### src/rtl/rx_rss_queue_map.sv
// RSS indirection-table lookup: maps a Toeplitz hash plus function id to an RX queue
// through a two-stage pipeline feeding a first-word-fall-through result FIFO.
module rx_rss_queue_map #(
    parameter int QUEUE_INDEX_WIDTH = 8,
    parameter int HASH_IDX_WIDTH    = 6,
    parameter int FUNC_SEL_WIDTH    = 2,
    parameter int FIFO_DEPTH        = 8
) (
    input  logic                                     clk,
    input  logic                                     rst_n,
    input  logic [31:0]                              s_axis_hash,
    input  logic [3:0]                               s_axis_hash_type,
    input  logic [7:0]                               s_axis_function_id,
    input  logic                                     s_axis_hash_valid,
    output logic [QUEUE_INDEX_WIDTH-1:0]             m_axis_queue,
    output logic [31:0]                              m_axis_hash,
    output logic [3:0]                               m_axis_hash_type,
    output logic [7:0]                               m_axis_function_id,
    output logic                                     m_axis_valid,
    input  logic                                     m_axis_ready,
    input  logic                                     enable,
    input  logic [HASH_IDX_WIDTH-1:0]                hash_mask,
    input  logic [QUEUE_INDEX_WIDTH-1:0]             default_queue,
    input  logic                                     tbl_wr_en,
    input  logic [FUNC_SEL_WIDTH+HASH_IDX_WIDTH-1:0] tbl_wr_addr,
    input  logic [QUEUE_INDEX_WIDTH-1:0]             tbl_wr_data,
    output logic [31:0]                              drop_count
);

    localparam int ADDR_W    = FUNC_SEL_WIDTH + HASH_IDX_WIDTH;
    localparam int TBL_DEPTH = 1 << ADDR_W;
    localparam int FIFO_AW   = $clog2(FIFO_DEPTH);
    localparam int ENTRY_W   = QUEUE_INDEX_WIDTH + 32 + 4 + 8;
    localparam logic [FIFO_AW:0] PTR_ONE = 1;

    typedef logic [ENTRY_W-1:0] entry_t;

    // Result handshake: a result transfers on a rising edge where m_axis_valid and
    // m_axis_ready are both high; while valid is high and ready low the outputs hold.

    logic [QUEUE_INDEX_WIDTH-1:0] tbl [TBL_DEPTH];
    logic [ADDR_W-1:0]            lookup_addr;

    logic                         s1_valid;
    logic [31:0]                  s1_hash;
    logic [3:0]                   s1_type;
    logic [7:0]                   s1_fid;
    logic [QUEUE_INDEX_WIDTH-1:0] s1_entry;
    logic [QUEUE_INDEX_WIDTH-1:0] s2_queue;
    entry_t                       s2_entry;

    entry_t                       fifo_mem [FIFO_DEPTH];
    logic [FIFO_AW:0]             wr_ptr;
    logic [FIFO_AW:0]             rd_ptr;
    logic                         fifo_empty;
    logic                         fifo_full;
    logic                         pop;
    logic                         push_ok;
    logic                         drop;

    assign lookup_addr = {s_axis_function_id[FUNC_SEL_WIDTH-1:0],
                          s_axis_hash[HASH_IDX_WIDTH-1:0] & hash_mask};

    // Table is deliberately not reset; a same-address write and read returns the old entry.
    always_ff @(posedge clk) begin
        if (tbl_wr_en) begin
            tbl[tbl_wr_addr] <= tbl_wr_data;
        end
        if (s_axis_hash_valid) begin
            s1_entry <= tbl[lookup_addr];
            s1_hash  <= s_axis_hash;
            s1_type  <= s_axis_hash_type;
            s1_fid   <= s_axis_function_id;
        end
    end

    always_ff @(posedge clk) begin
        if (!rst_n) begin
            s1_valid <= 1'b0;
        end else begin
            s1_valid <= s_axis_hash_valid;
        end
    end

    always_comb begin
        s2_queue = s1_entry;
        if (!enable || (s1_type == 4'd0)) begin
            s2_queue = default_queue;
        end
        s2_entry = {s2_queue, s1_hash, s1_type, s1_fid};
    end

    assign fifo_empty = (wr_ptr == rd_ptr);
    assign fifo_full  = (wr_ptr[FIFO_AW] != rd_ptr[FIFO_AW]) &&
                        (wr_ptr[FIFO_AW-1:0] == rd_ptr[FIFO_AW-1:0]);
    assign pop        = m_axis_valid && m_axis_ready;
    // A pop frees the head slot this cycle, so a push into a full FIFO can still land.
    assign push_ok    = s1_valid && (!fifo_full || pop);
    assign drop       = s1_valid && fifo_full && !pop;

    always_ff @(posedge clk) begin
        if (rst_n && push_ok) begin
            fifo_mem[wr_ptr[FIFO_AW-1:0]] <= s2_entry;
        end
    end

    always_ff @(posedge clk) begin
        if (!rst_n) begin
            wr_ptr     <= '0;
            rd_ptr     <= '0;
            drop_count <= 32'd0;
        end else begin
            if (push_ok) begin
                wr_ptr <= wr_ptr + PTR_ONE;
            end
            if (pop) begin
                rd_ptr <= rd_ptr + PTR_ONE;
            end
            if (drop && (drop_count != 32'hFFFF_FFFF)) begin
                drop_count <= drop_count + 32'd1;
            end
        end
    end

    assign m_axis_valid = !fifo_empty;
    assign {m_axis_queue, m_axis_hash, m_axis_hash_type, m_axis_function_id} =
        fifo_mem[rd_ptr[FIFO_AW-1:0]];

endmodule

### config.mk
export PLATFORM = sky130hd
export DESIGN_NAME = rx_rss_queue_map
export DESIGN_NICKNAME = d
export VERILOG_FILES = /design/src/rtl/rx_rss_queue_map.sv
export SDC_FILE = /design/constraint.sdc
export NUM_CORES = 2
export LEC_CHECK = 0
export BUFFER_PORTS_ARGS = -buffer_cell sky130_fd_sc_hd__buf_2
export CORE_MARGIN = 4
export CORE_UTILIZATION = 60
export DETAILED_ROUTE_END_ITERATION = 7
export GPL_ROUTABILITY_DRIVEN = 0
export PLACE_DENSITY = 0.84
export SLEW_MARGIN = 5
export SYNTH_ARGS = -nofsm -noshare
export SYNTH_HDL_FRONTEND = slang
export SYNTH_SLANG_ARGS = --single-unit
### constraint.sdc
create_clock -name clk -period 6.4 [get_ports clk]
set_input_delay 0.32 -clock clk [delete_from_list [all_inputs] [get_ports clk]]
set_output_delay 0.32 -clock clk [all_outputs]
set_load 0.03 [all_outputs]
==> results.md <==
* Area fraction of the dominant cell type after synthesis at 76.8%
* Hold Path Depth at 1
* Die ar. at 171000 um^2
* Async S/R FF share, synth at 0%
* Max-capacitance violation count at 0
* Synth Net Count at 5179
* Layout cells sized above 1 at 16.1%
* Setup ws final at 1.89 ns
* Pre-CTS setup slack at 1.81 ns
* Type of the tightest min-delay check: input pin to register
* R2R depth at 6
* Clock buffer depth at 3
* H-tree levels at 4
* Failing checks: design-rule violations
* Global-route wire length before repair at 360000 um
* Io pins at 165
* Core Region at 163000 um^2
* Slew @ Worst Pin at 1.27 ns
* Cts hold-fix bufs at 55
* Synth Area in XOR/XNOR at 0.354%
* Max-slew headroom at 14.8%
* Area contributors post-synth: edfxtp_1 (77%), mux2i_1 (7.8%), mux4_2 (5.3%)
* Post-CTS Resized at 0
* FILL cells at 9603
* Gr usage total at 29.0%
* Synth warnings at 0
* Crit share post-route at 70.5%
* Nature of the critical path startpoint: input pin
* Adder-Cell Fraction of Synth Area at 0.0382%
* Setup TNS at 0 ns
* Largest net degree at the start of global routing at 177
* Hold_sp: tbl_wr_data[5]
* Vias in the first global route at 52435
* Worst EP required at 6.97 ns
* Flops & latches, synth at 2560
* Vias at 52894
* Crit path time final at 4.51 ns
* Initial antenna violation count at 14
* Slew Limit Fails at 0
* Worst R2R End: s1_entry[0]
* CTS Root Cell: clkbuf_16
* Clk slew on worst S/H paths at 0.06 ns
* Grt total ovfl at 0
* DP Wirelength at 139000 um
* RSZ-0062 raised after global routing: false
* Port Buffers at 164
* # clock sinks at 2560
* Post-route DRC at 1
* Row cnt at 148
* Yosys top cell by area: edfxtp_1
* CTS tree: built
* Final WL at 248000 um
* Crit Path Category: input pin to register
* Cell count after synthesis at 5096
* Netlist cell types at 53
* Min-Delay Endpoint: tbl[11][5]
* Synth Cell Area at 98400 um^2
* Register area share after synthesis at 77.7%
* Simple-gate portion of the synthesized area at 2.98%
* Setup Skew at 0.0460 ns
* Synth Area in Compound Gates at 3.59%
* WP data arrival at 5.09 ns
* Final setup fails at 0
* Outcome: finished, violations left
* Crit end category: register
* Worst Path Max Fanout at 54
* Die W at 413 um
* Largest family of logic cells by synthesized area: multiplexers
* Util after Layout at 67.1%
* Nets at 5417
* Area grow syn2layout at 11.1%
* RR Startpoint: tbl[196][0]
* Iter 0 DRT Violations at 8168
* Mean Syn Cell Area at 19.3 um^2
* Initial core utilization at 60.4%
* Internal reg-to-reg setup slack at 3.39 ns
* Pwr/cell area at 310 nW/um^2
* First-pass iteration count of the detailed router at 8
* Clk_lat worst skew at 0.87 ns
* Reported leakage power at 37.4 nW
* Fmax at 0.222 GHz
* Final Hold Vio Count at 0
* Maximum VDD drop at 0.000265 V
* Vias per cell at 6.86
* Routed len/inst at 32.2 um
* Postcts setup bufs at 0
* CTS buffer count at 229
* Post-route antenna net violation count at 0
* Number of synthesized flops with an enable pin at 2516
* Mux share of post-synthesis cell area at 13.8%
* Die height at 413 um
* Synth Flop Type: edfxtp_1
## worst max path at each step
stage | startpoint | end | slack, ns
floorplan | wr_ptr[1] | fifo_mem[4][0] | 1.22
global placement | s_axis_hash[2] | s1_entry[0] | 1.87
detailed placement | s_axis_hash[2] | s1_entry[0] | 1.81
CTS | s_axis_hash[0] | s1_entry[0] | 2.28
global route | s_axis_hash[0] | s1_entry[0] | 1.94
finish | s_axis_hash[3] | s1_entry[0] | 1.89
## stage by stage
step	instances	hold slack [ns]	area (um^2)	power (W)
6_report	7709	0.0546	109000	0.0339
3_5_place_dp	7223	0.498	102000	0.0209
5_1_grt	7705	0.0577	109000	0.0347
4_1_cts	7696	0.0197	109000	0.0339
3_3_place_gp	7221	0.497	102000	0.0208
2_1_floorplan	5096	0.419	98400	0.0201
## flip-flops by register name, summed over array words and instances (netlist names), named ones only
| name | cells |
|---|---|
| rd_ptr | 4 |
| tbl | 2048 |
| s1_fid | 8 |
| fifo_mem | 416 |
| drop_count | 32 |
| s1_valid | 1 |
| wr_ptr | 4 |
| s1_type | 4 |
| s1_hash | 32 |
| s1_entry | 8 |
## cells in the final DEF, fill, tap and decap left out, types with 37 or more instances in the layout
cell,synthesis,layout
nand2_1,49,46
clkbuf_1,130,53
dlygate4sd3_1,0,55
buf_2,85,156
nand3_1,40,39
dfxtp_1,44,41
nor2_1,274,266
buf_4,50,70
mux2i_1,769,769
clkinv_2,0,37
edfxtp_1,2516,2516
o22ai_1,448,448
mux2_2,60,60
clkinv_1,1,60
clkbuf_16,0,232
mux4_2,232,232
nor4_1,96,96
and2_1,41,40
## logic make-up after synthesis
| group | Yosys count |
|---|---|
| adder cells (fa/ha/maj) | 3 |
| multiplexers | 1061 |
| AND/OR/NAND/NOR | 597 |
| buffers and inverters | 305 |
| XOR/XNOR | 38 |
| AO/OA/AOI/OAI | 532 |
| flip-flops | 2560 |
## layer usage
metal  vias up  part of all wire (%)  global-route usage [%]  routed length [um]
met1     26726                    34                    37.6               84200
met3       757                    12                    7.18               29400
met5         -                 0.018                       0                  44
met4         6                   6.0                    15.3               14900
met2      4065                    48                    45.8              119000
li1      21340                     -                       -                   -
## report_power, final
| part | internal, W | total (W) | switching (W) |
|---|---|---|---|
| logic | 0.000697 | 0.00198 | 0.00128 |
| registers | 0.0185 | 0.0186 | 0.000120 |
| clock network | 0.00725 | 0.0132 | 0.00598 |
## Yosys cell counts, drive strengths merged, types with 32 or more instances
library cell and number:
and2 41, nand2 51, buf 171, mux2i 769
mux2 60, a221oi 32, nand3 44, mux4 232
edfxtp 2516, clkbuf 130, a22o 32, nor4 99
dfxtp 44, o22ai 448, nor2 274
## worst max-delay path, cell delays in order
cell and delay (ns):
dlygate4sd3_1 0.52, buf_2 0.17, a22oi_2 0.13, buf_4 0.33
nand2_4 0.75, buf_4 0.50, o22ai_1 0.19, nor4_1 0.57
o22ai_1 0.39, o31ai_1 0.95, nor3_1 0.14
## final cells by class
class / count / area [um^2] / area share, %
Clock inverter: 133 / 1160 / 1.06
Sequential cell: 2560 / 76400 / 69.9
Tap cell: 2175 / 2720 / 2.49
Antenna cell: 13 / 32.5 / 0.0298
Multi-Input combinational cell: 2231 / 20600 / 18.8
Inverter: 4 / 15.0 / 0.0137
Clock buffer: 285 / 6000 / 5.49
Timing Repair Buffer: 308 / 2330 / 2.13
Note: power is estimated with default switching activity, not from simulation.
